`src/rtl/onchip_mem_arbiter.sv`:
```
// onchip_mem_arbiter
//    Two-port arbiter and sequencer in front of the single-port statistics RAM.
//    Port 0 (CPU data master) issues reads and writes. Port 1 (stats engine)
//    issues reads, writes and atomic read-modify-write increments. One RAM
//    access per cycle, round-robin fairness between the ports.
//
// Ports
//    clk, reset             single clock, synchronous active-high reset
//    s0_*                   port 0 Avalon slave (address, byteenable, read,
//                           write, writedata, waitrequest, readdata, readdatavalid)
//    s1_*                   port 1 Avalon slave plus s1_incr (addend on writedata)
//    sat_event              one-cycle pulse when an increment clamps
//    mem_*                  RAM Avalon master pins (q arrives one cycle after read)
module onchip_mem_arbiter #(
   parameter int ADDR_W   = 5,
   parameter int DATA_W   = 32,
   parameter bit SATURATE = 1'b1
) (
   input  logic                  clk,
   input  logic                  reset,
   input  logic [ADDR_W-1:0]     s0_address,
   input  logic [DATA_W/8-1:0]   s0_byteenable,
   input  logic                  s0_read,
   input  logic                  s0_write,
   input  logic [DATA_W-1:0]     s0_writedata,
   output logic                  s0_waitrequest,
   output logic [DATA_W-1:0]     s0_readdata,
   output logic                  s0_readdatavalid,
   input  logic [ADDR_W-1:0]     s1_address,
   input  logic                  s1_read,
   input  logic                  s1_write,
   input  logic                  s1_incr,
   input  logic [DATA_W-1:0]     s1_writedata,
   output logic                  s1_waitrequest,
   output logic [DATA_W-1:0]     s1_readdata,
   output logic                  s1_readdatavalid,
   output logic                  sat_event,
   output logic [ADDR_W-1:0]     mem_address,
   output logic [DATA_W/8-1:0]   mem_byteenable,
   output logic                  mem_chipselect,
   output logic                  mem_write,
   output logic [DATA_W-1:0]     mem_writedata,
   output logic                  mem_clken,
   input  logic [DATA_W-1:0]     mem_readdata
);

   localparam int BE_W = DATA_W / 8;

   typedef enum logic [0:0] {
      ST_IDLE    = 1'b0,
      ST_INCR_WB = 1'b1
   } state_t;

   // Increment sum kept one bit wider so the carry flags overflow.
   function automatic logic [DATA_W:0] incr_sum(input logic [DATA_W-1:0] a,
                                                input logic [DATA_W-1:0] b);
      return {1'b0, a} + {1'b0, b};
   endfunction

   state_t              state_r;
   logic                last_r;        // 1'b1: port 1 was granted most recently
   logic                rdv0_r;
   logic                rdv1_r;
   logic                sat_r;
   logic [ADDR_W-1:0]   incr_addr_r;
   logic [DATA_W-1:0]   incr_add_r;

   logic                idle_s;
   logic                req0_s;
   logic                req1_s;
   logic                grant0_s;
   logic                grant1_s;
   logic                wb_s;
   logic [DATA_W:0]     sum_s;
   logic                ovf_s;
   logic [DATA_W-1:0]   wb_data_s;

   // Grant decode: only in IDLE and out of reset; ties go to the port not served last.
   assign idle_s   = (state_r == ST_IDLE) && !reset;
   assign req0_s   = s0_read || s0_write;
   assign req1_s   = s1_read || s1_write || s1_incr;
   assign grant0_s = idle_s && req0_s && (!req1_s || last_r);
   assign grant1_s = idle_s && req1_s && (!req0_s || !last_r);
   assign wb_s     = (state_r == ST_INCR_WB) && !reset;

   assign sum_s     = incr_sum(mem_readdata, incr_add_r);
   assign ovf_s     = sum_s[DATA_W];
   assign wb_data_s = (ovf_s && SATURATE) ? {DATA_W{1'b1}} : sum_s[DATA_W-1:0];

   assign s0_waitrequest   = !grant0_s;
   assign s1_waitrequest   = !grant1_s;
   assign s0_readdata      = mem_readdata;
   assign s1_readdata      = mem_readdata;
   assign s0_readdatavalid = rdv0_r;
   assign s1_readdatavalid = rdv1_r;
   assign sat_event        = sat_r;
   assign mem_clken        = 1'b1;

   // RAM command mux: granted port in IDLE, write-back in INCR_WB, otherwise quiet.
   always_comb begin
      mem_address    = {ADDR_W{1'b0}};
      mem_byteenable = {BE_W{1'b1}};
      mem_chipselect = 1'b0;
      mem_write      = 1'b0;
      mem_writedata  = {DATA_W{1'b0}};
      if (grant0_s) begin
         mem_address    = s0_address;
         mem_byteenable = s0_byteenable;
         mem_chipselect = 1'b1;
         mem_write      = s0_write;
         mem_writedata  = s0_writedata;
      end else if (grant1_s) begin
         // an increment starts as a plain read of the target word
         mem_address    = s1_address;
         mem_chipselect = 1'b1;
         mem_write      = s1_write;
         mem_writedata  = s1_writedata;
      end else if (wb_s) begin
         mem_address    = incr_addr_r;
         mem_chipselect = 1'b1;
         mem_write      = 1'b1;
         mem_writedata  = wb_data_s;
      end else begin
         mem_chipselect = 1'b0;
      end
   end

   // Sequencer FSM, round-robin pointer and registered return strobes.
   always_ff @(posedge clk) begin
      if (reset) begin
         state_r     <= ST_IDLE;
         last_r      <= 1'b1;
         rdv0_r      <= 1'b0;
         rdv1_r      <= 1'b0;
         sat_r       <= 1'b0;
         incr_addr_r <= {ADDR_W{1'b0}};
         incr_add_r  <= {DATA_W{1'b0}};
      end else begin
         rdv0_r <= grant0_s && s0_read;
         rdv1_r <= grant1_s && s1_read;
         sat_r  <= wb_s && ovf_s && SATURATE;
         case (state_r)
            ST_IDLE: begin
               if (grant0_s) begin
                  last_r <= 1'b0;
               end else if (grant1_s) begin
                  last_r <= 1'b1;
               end
               if (grant1_s && s1_incr) begin
                  state_r     <= ST_INCR_WB;
                  incr_addr_r <= s1_address;
                  incr_add_r  <= s1_writedata;
               end
            end
            ST_INCR_WB: state_r <= ST_IDLE;
            default:    state_r <= ST_IDLE;
         endcase
      end
   end

endmodule

```
`config.mk`:
```
export PLATFORM = sky130hd
export DESIGN_NAME = onchip_mem_arbiter
export DESIGN_NICKNAME = d
export VERILOG_FILES = /design/src/rtl/onchip_mem_arbiter.sv
export SDC_FILE = /design/constraint.sdc
export NUM_CORES = 1
export LEC_CHECK = 0
export ABC_CLOCK_PERIOD_IN_PS = 3200
export CORE_ASPECT_RATIO = 0.5
export CORE_MARGIN = 2
export CORE_UTILIZATION = 38
export CTS_BUF_LIST = sky130_fd_sc_hd__clkbuf_8
export CTS_CLUSTER_SIZE = 12
export DETAILED_ROUTE_END_ITERATION = 8
export PLACE_DENSITY = 0.78
export SETUP_SLACK_MARGIN = 0.05
export SYNTH_ARGS = -nofsm -noshare
export SYNTH_HDL_FRONTEND = slang
export SYNTH_SLANG_ARGS = --single-unit
```
`constraint.sdc`:
```
create_clock -name clk -period 3.2 [get_ports clk]
set_input_delay 0.32 -clock clk [delete_from_list [all_inputs] [get_ports clk]]
set_output_delay 0.32 -clock clk [all_outputs]
set_load 0.005 [all_outputs]
```
**Word-level counts from Yosys, hierarchy flattened**

Cells that the tools add are included.

- Muxes and demuxes: 17
- Reduce and logical (&&, ||, !) cells: 24
- Add/subtract/negate cells: 1
- Bitwise logic cells: 1

Operators by type and width:

| kind | number |
|---|---|
| $mux 32 | 4 |
| $add 32x32->33 | 1 |
| $mux 5 | 3 |
| $logic_and 1x1->1 | 10 |
| $mux 1 | 8 |
| $logic_not 1->1 | 6 |
| $logic_or 1x1->1 | 5 |
| $mux 4 | 1 |
| $reduce_and 2->1 | 2 |
| $pmux 1 s2 | 1 |
| $reduce_bool 2->1 | 1 |
| $not 1->1 | 1 |

- Bits of input ports: 117
- Flip-flop bits (word level): 42
- Output and inout port bits: 113

**Depth between registers and ports, before layout**

Gate-level depths: netlist of run 1.

- Word-level depth: 7
- Depth in mapped cells: 11

**Worst setup path before layout of run 1**

OpenSTA, ideal clock, no wires.

- Kind: input port to output port
- Start: input mem_readdata[0]
- End: output mem_writedata[30]
- Required time: 2.880 ns
- Setup slack: 0.086 ns
- Stages on the path: 11
- Arrival: 2.794 ns
- Path through: ha_1 -> fa_1 -> a211oi_2 -> o211ai_2 -> a2111oi_4 -> o31a_4 -> a2111oi_4 -> or2_4 -> buf_6 -> a221oi_2 -> o22ai_2

- Word-level cells in the longest chain between the ends: 5

Ends and longest elaborated chain:

| element | RTL line | source |
|---|---|---|
| from (decl) | 44 | `input logic [DATA_W-1:0] mem_readdata` |
| $add 32x32->33 | 57 | `return {1'b0, a} + {1'b0, b};` |
| $mux 32 | 88 | `assign wb_data_s = (ovf_s && SATURATE) ? {DATA_W{1'b1}} : sum_s[DATA_W-1:0];` |
| $mux 32 | 118 | `end else if (wb_s) begin` |
| $mux 32 | 112 | `end else if (grant1_s) begin` |
| $mux 32 | 106 | `if (grant0_s) begin` |
| to (decl) | 42 | `output logic [DATA_W-1:0] mem_writedata,` |

No other way between the ends.

**Worst setup path in the final report of run 1**

- Start: register incr_add_r[0]
- End: output mem_writedata[9]

- Word-level cells in the longest chain between the ends: 5

Ends and longest elaborated chain:

| element | RTL line | source |
|---|---|---|
| from (decl) | 66 | `logic [DATA_W-1:0] incr_add_r;` |
| from (signal assigned) | 137 | `incr_add_r <= {DATA_W{1'b0}};` |
| from (signal assigned) | 152 | `incr_add_r <= s1_writedata;` |
| $add 32x32->33 | 57 |  |
| $mux 32 | 88 |  |
| $mux 32 | 118 |  |
| $mux 32 | 112 |  |
| $mux 32 | 106 |  |

No other way between the ends.

==> impl_metrics.ini, run 1 <==
[clocking]
clk_pin_slew_worst_paths_ps = 90
root_buffer = clkbuf_8
cts_hold_buf = 0
h-tree-depth = 2
cts_tree = yes
cts_inserted_buffers = 5
cts_max_path_buffers = 2
insertion_delay_ps = 320
clkSinkCount = 42

[sta]
final_hold_viol_count = 0
max_freq_mhz = 278
layout_min_cycle_time_ps = 3590
slew_viol_final = 0
worst_pin_slew_ps = 551
finalCritPeriodShare = 1.12
relSlewSlack = 0.633
grt_setup_unrepaired = yes
setup_viol = 32
skew_ps = 8.31
worst_slack_ps = -392

[run_status]
violations = setup timing
status = finished with violations

[placement]
dp_hpwl_um = 13600
gp_congestion = 0.883
port_buffers = 228
pre_cts_ws_ps = -1010

[cells_and_area]
area_growth_pct = 78.2
fin_nets = 1064
drive_gt1_frac = 0.316
antenna_cells = 0

[global_routing]
overflow = 0
first_global_vias = 5931
grt_max_degree = 43
antenna_found_initial = 0
grt_pass1_wl_um = 28800
track_usage = 0.284

[floorplanning]
die_area_um2 = 12700
core_um2 = 11200
chipHeight_um = 80.8
ioPinCount = 230
start_util = 0.399
num_rows = 27
fp.dieW_um = 158

[drt]
drcViolationCount = 0
vias = 5909
drt-total-wl_um = 19300
drt_pass1_iterations = 5
viasPerCell = 5.50
drt-initial-drc-count = 480
routedWlPerCell_um = 17.9
ant_nets = 0

[synth]
netlist_area_um2 = 4490
yosysWarnings = 0
synth_cell_types = 66
synth-main-ff-cell = dfxtp_1
synth-seq-cells = 42
syn-num-nets = 767
async_flop_share = 0
synth-edff-count = 0
syn_inst = 617
syn_area_per_cell_um2 = 7.27
ys_seq_area_frac = 0.187

[critical_path]
r2r-end = sat_event$_SDFF_PP0_
end_kind = primary output
crit_required_ps = 2880
path_max_fanout = 3
r2r_cells = 13
path_class = reg2out
critPathArrivalTime_ps = 3270
startpoint_type = flop
startpoint = incr_add_r[0]$_SDFFE_PP0P_
regToRegSetupSlack_ps = 480
reg2reg_from = incr_add_r[0]$_SDFFE_PP0P_

[power_and_ir_drop]
ir_drop_v = 0.000158
comb_power_share = 0.505
power.density_nw_per_um2 = 253
clkPwrFrac = 0.220
leakage_nw = 3.42
power_switching_mw = 0.679
p_int_mw = 1.34
seqPwrFrac = 0.275
swShare = 0.336
totalPowerFinal_mw = 2.02

[hold_path]
min_to = incr_add_r[30]$_SDFFE_PP0P_
hold_path.class = reg2reg
holdPathStages = 2
min_from = incr_add_r[30]$_SDFFE_PP0P_

[job]
max_cap_viol_count = 0
-- registers in the layout, summed over array words and instances (netlist names) --
name              count
incr_addr_r           5
sat_event             1
s0_readdatavalid      1
s1_readdatavalid      1
state_r               1
last_r                1
incr_add_r           32
-- worst max-delay path, cell delays in order, from the launching register on --
cell       delay [ps]
dfxtp_2           350
ha_4              170
fa_2              380
a211oi_4          250
o211ai_2          160
a2111oi_4         360
o31a_4            190
a2111oi_4          70
buf_4             170
nor2_4            150
buf_6             130
buf_6             110
a21oi_2            50
a221o_1           270
buf_2             140
-- placed cells by master (no fill, tap or decap), types with 6 or more instances in the layout --
cell and instances:
nand2b_1 7, xnor2_1 12, nand3_1 7, clkdlybuf4s50_1 181
dfxtp_1 39, nor2_1 34, dlygate4sd2_1 14, o21ai_0 20
a21oi_1 69, o21a_1 8, a222oi_1 6, a22oi_1 12
o21ai_2 7, inv_1 17, ha_1 19, buf_4 138
a21oi_2 26, a21o_1 10, xor2_1 9, a221o_1 10
buf_6 22, nand2_1 97, buf_2 33, ha_4 13
-- how the worst max path moves through the flow --
stage                                    to  slack (ps)  depth (start not counted)
final                      mem_writedata[9]        -390                         14
after global routing       mem_writedata[7]        -530                         14
after CTS                  mem_writedata[8]        -320                         14
after detailed placement  mem_writedata[19]       -1010                         12
after global placement     mem_writedata[8]        -960                         14
after floorplan           mem_writedata[30]          90                         11
-- per-layer routing --
layer	part of all wire	vias up	GRT usage
li1	-	2748	-
met1	0.42	2821	0.350
met2	0.48	281	0.500
met3	0.067	59	0.0454
met4	0.034	0	0.119
met5	0	-	0
-- kinds of logic (layout without fill, tap and decap cells) --
logic type               after synthesis  count (layout)  share of synthesized area
AND/OR/NAND/NOR                      182             183                      0.181
AO/OA/AOI/OAI                        219             219                      0.333
multiplexers                           3               3                    0.00725
adder cells (fa/ha/maj)               33              33                     0.0937
buffers and inverters                116             413                      0.156
XOR/XNOR                              21              21                     0.0410
other                                  1               1                   0.000836
flip-flops                            42              42                      0.187
-- synth_stat cells, drive strengths merged, types with 3 or more instances --
| cell | n | area (um^2) |
|---|---|---|
| nand2 | 97 | 364 |
| a21oi | 96 | 499 |
| buf | 75 | 543 |
| dfxtp | 42 | 841 |
| nor2 | 35 | 131 |
| o21ai | 34 | 193 |
| ha | 32 | 400 |
| clkbuf | 25 | 95.1 |
| inv | 16 | 60.1 |
| a22oi | 13 | 97.6 |
| xnor2 | 12 | 105 |
| a21o | 10 | 75.1 |
| a221o | 10 | 100 |
| nor3 | 9 | 45.0 |
| xor2 | 9 | 78.8 |
| o21a | 8 | 60.1 |
| nand2b | 7 | 43.8 |
| nand3 | 7 | 35.0 |
| a222oi | 6 | 60.1 |
| a211oi | 5 | 42.5 |
| a31oi | 5 | 31.3 |
| o211ai | 5 | 42.5 |
| a2111oi | 4 | 78.8 |
| and2 | 4 | 25.0 |
| nor2b | 4 | 25.0 |
| nor3b | 4 | 30.0 |
| or3 | 4 | 25.0 |
| a221oi | 3 | 32.5 |
| o21bai | 3 | 26.3 |
| o22ai | 3 | 25.0 |
| or2 | 3 | 21.3 |
-- power groups by stage --
stage	Clock (mW)	Sequential (mW)	Combinational [mW]
final	0.444	0.556	1.02
after global routing	0.468	0.558	1.09
after CTS	0.443	0.555	0.977
after detailed placement	0	0.564	0.950
after global placement	0	0.563	0.930
after floorplan	0	0.562	0.411
-- stage by stage --
| step | TNS (ps) | hold slack (ps) | cells | instance area (um^2) | utilization |
|---|---|---|---|---|---|
| 2_1_floorplan | 0 | 436 | 617 | 4490 | - |
| 3_3_place_gp | -27850 | 443 | 1044 | 7380 | 0.656 |
| 3_5_place_dp | -28430 | 450 | 1044 | 7380 | 0.656 |
| 4_1_cts | -6270 | 464 | 1071 | 7900 | 0.702 |
| 5_1_grt | -12430 | 484 | 1074 | 8000 | 0.711 |
| 6_report | -8110 | 462 | 1074 | 8000 | 0.711 |
-- cell type report --
cell class	count	area [um^2]
Timing Repair Buffer	389	3400
Clock buffer	5	68.8
Multi-Input combinational cell	460	3380
Clock inverter	3	41.3
Tap cell	159	199
Inverter	16	60.1
Sequential cell	42	845
Fill cell	824	3250
-- repair_timing --
item	4_1_cts	5_1_grt
cloned	1	0
buffers inserted	18	4
gates resized for setup	230	15
pin swaps	51	7
endpoints found under the setup margin	32	32
No activity file was read; power rests on OpenSTA's default activity.
==> run 2: changes to the inputs <==
--- a/config.mk
+++ b/config.mk
@@ -6,13 +6,16 @@
 export NUM_CORES = 1
 export LEC_CHECK = 0
 export ABC_CLOCK_PERIOD_IN_PS = 3200
+export CELL_PAD_IN_SITES_DETAIL_PLACEMENT = 1
+export CELL_PAD_IN_SITES_GLOBAL_PLACEMENT = 1
 export CORE_ASPECT_RATIO = 0.5
 export CORE_MARGIN = 2
-export CORE_UTILIZATION = 38
+export CORE_UTILIZATION = 25
 export CTS_BUF_LIST = sky130_fd_sc_hd__clkbuf_8
 export CTS_CLUSTER_SIZE = 12
 export DETAILED_ROUTE_END_ITERATION = 8
-export PLACE_DENSITY = 0.78
+export MAX_ROUTING_LAYER = met4
+export PLACE_DENSITY = 0.76
 export SETUP_SLACK_MARGIN = 0.05
 export SYNTH_ARGS = -nofsm -noshare
 export SYNTH_HDL_FRONTEND = slang
==> impl_metrics.ini, run 2 (same netlist as run 1, synthesis figures left out) <==
[global_routing]
antenna_found_initial = 0
overflow = 0
grt_pass1_wl_um = 33900
track_usage = 0.227
first_global_vias = 6319
grt_max_degree = 43

[clocking]
h-tree-depth = 2
cts_max_path_buffers = 2
clk_pin_slew_worst_paths_ps = 90
insertion_delay_ps = 310
root_buffer = clkbuf_8
cts_tree = yes
clkSinkCount = 42
cts_inserted_buffers = 5

[sta]
setup_viol = 32
slew_viol_final = 0
max_freq_mhz = 271
skew_ps = 10.3
worst_slack_ps = -496
whs_ps = 472
finalCritPeriodShare = 1.15
layout_min_cycle_time_ps = 3700
worst_pin_slew_ps = 557
relSlewSlack = 0.629
grt_setup_unrepaired = yes
final_hold_viol_count = 0
setup_tns_ps = -12060

[floorplanning]
fp.dieW_um = 193
core_um2 = 17500
start_util = 0.257
die_area_um2 = 19100
num_rows = 34
ioPinCount = 230
chipHeight_um = 98.7

[cells_and_area]
fin_nets = 1062
instances_no_fill = 1146
largest_register_ffs = 32
antenna_cells = 0
seqCellArea_um2 = 851
fill_cells = 2091
final_cell_mix = clkdlybuf4s50_1, buf_4, nand2_1
drive_gt1_frac = 0.317
regMostFlops = incr_add_r
area_growth_pct = 81.5
largestRegisters = incr_add_r (32), incr_addr_r (5)
multiInputGateArea_um2 = 3440
utilization = 0.466
final_common_cell = clkdlybuf4s50_1
final_cell_area_um2 = 8140

[placement]
pre_cts_ws_ps = -1070
place_area_um2 = 7480
dp_hpwl_um = 16000
gp_congestion = 0.857
port_buffers = 228
dp_cells = 1113

[critical_path]
path_buf_inv = 6
crit_family = buffers and inverters
crit_chain = clkdlybuf4s50_1 > ha_1 > a21oi_1 > o21ai_0 > or2_2 > a31oi_1 > buf_4 > a2111oi_4 > buf_4 > nor2_4 > buf_6 > buf_6 > a21oi_2 > a221o_1 > buf_2
end_kind = primary output
slowest_delay_ps = 460
cp_slowest_cell = clkdlybuf4s50_1
startpoint_type = input pin
path_max_fanout = 5
crit_required_ps = 2880
path_class = in2out
critPathArrivalTime_ps = 3380

[run_status]
violations = setup timing
status = finished with violations

[power_and_ir_drop]
power.density_nw_per_um2 = 241
leakage_nw = 3.43
ir_drop_v = 0.000135
totalPowerFinal_mw = 1.96

[drt]
drt_pass1_iterations = 5
ant_nets = 0
routedWlPerCell_um = 19.7
viasPerCell = 5.14
drcViolationCount = 0
drt-initial-drc-count = 260
drt-total-wl_um = 22600
vias = 5895

[job]
max_cap_viol_count = 0

[hold_path]
hold_path.class = reg2reg
-- run 2: changes by cell type in the layout (fill, tap and decap cells not counted), sizes merged --
cell	previous run	this run
clkinvlp	1	0
clkdlybuf4s15	0	1
inv	17	18
bufinv	1	0
buf	194	192
clkdlybuf4s50	181	179
dlymetal6s2s	0	1
-- run 2: final cells by class --
cell class                      count  area share
Multi-Input combinational cell    460       0.422
Timing Repair Buffer              387       0.421
Sequential cell                    42       0.105
Tap cell                          234      0.0360
Clock buffer                        5     0.00845
Inverter                           16     0.00738
Clock inverter                      2    0.000922
-- run 2: path summary, 6_finish.rpt --
| check | start | endpoint | slack (ps) | depth (start not counted) |
|---|---|---|---|---|
| worst max-delay path | mem_readdata[23] | mem_writedata[7] | -500 | 15 |
| worst max register to register | incr_add_r[3]$_SDFFE_PP0P_ | sat_event$_SDFF_PP0_ | 370 | 13 |
| worst min-delay path | incr_add_r[27]$_SDFFE_PP0P_ | incr_add_r[27]$_SDFFE_PP0P_ | 470 | 2 |
| worst min register to register | incr_add_r[27]$_SDFFE_PP0P_ | incr_add_r[27]$_SDFFE_PP0P_ | 470 | 2 |
-- run 2: worst reg2reg max path, cell delays in order (launching register included) --
cell	delay (ps)
dfxtp_2	350
ha_4	280
o211ai_1	170
o211ai_2	310
a2111oi_4	120
o31a_4	300
a2111oi_4	420
buf_4	200
nor2_4	50
buf_6	120
buf_6	110
buf_4	120
buf_4	130
nor2_1	90
-- run 2: power breakdown --
group / internal [mW] / switching [mW] / total [mW]
registers: 0.542 / 0.0148 / 0.556
clock network: 0.145 / 0.216 / 0.361
logic: 0.571 / 0.476 / 1.05
-- run 2: layer usage --
layer,wire [um],GRT usage,share of wire,vias up
met5,0,-,0,-
met4,604,0.0634,0.027,0
met3,897,0.0253,0.040,54
met2,11800,0.418,0.52,195
met1,9270,0.263,0.41,2903
li1,-,-,-,2743
-- run 2: timing repair --
action | in CTS | in global routing
hold buffers | 0 | 0
setup buffers | 18 | 7
setup endpoints to repair | 32 | 37
cloned | 1 | 0
resized for setup | 228 | 26
pin swaps | 44 | 6
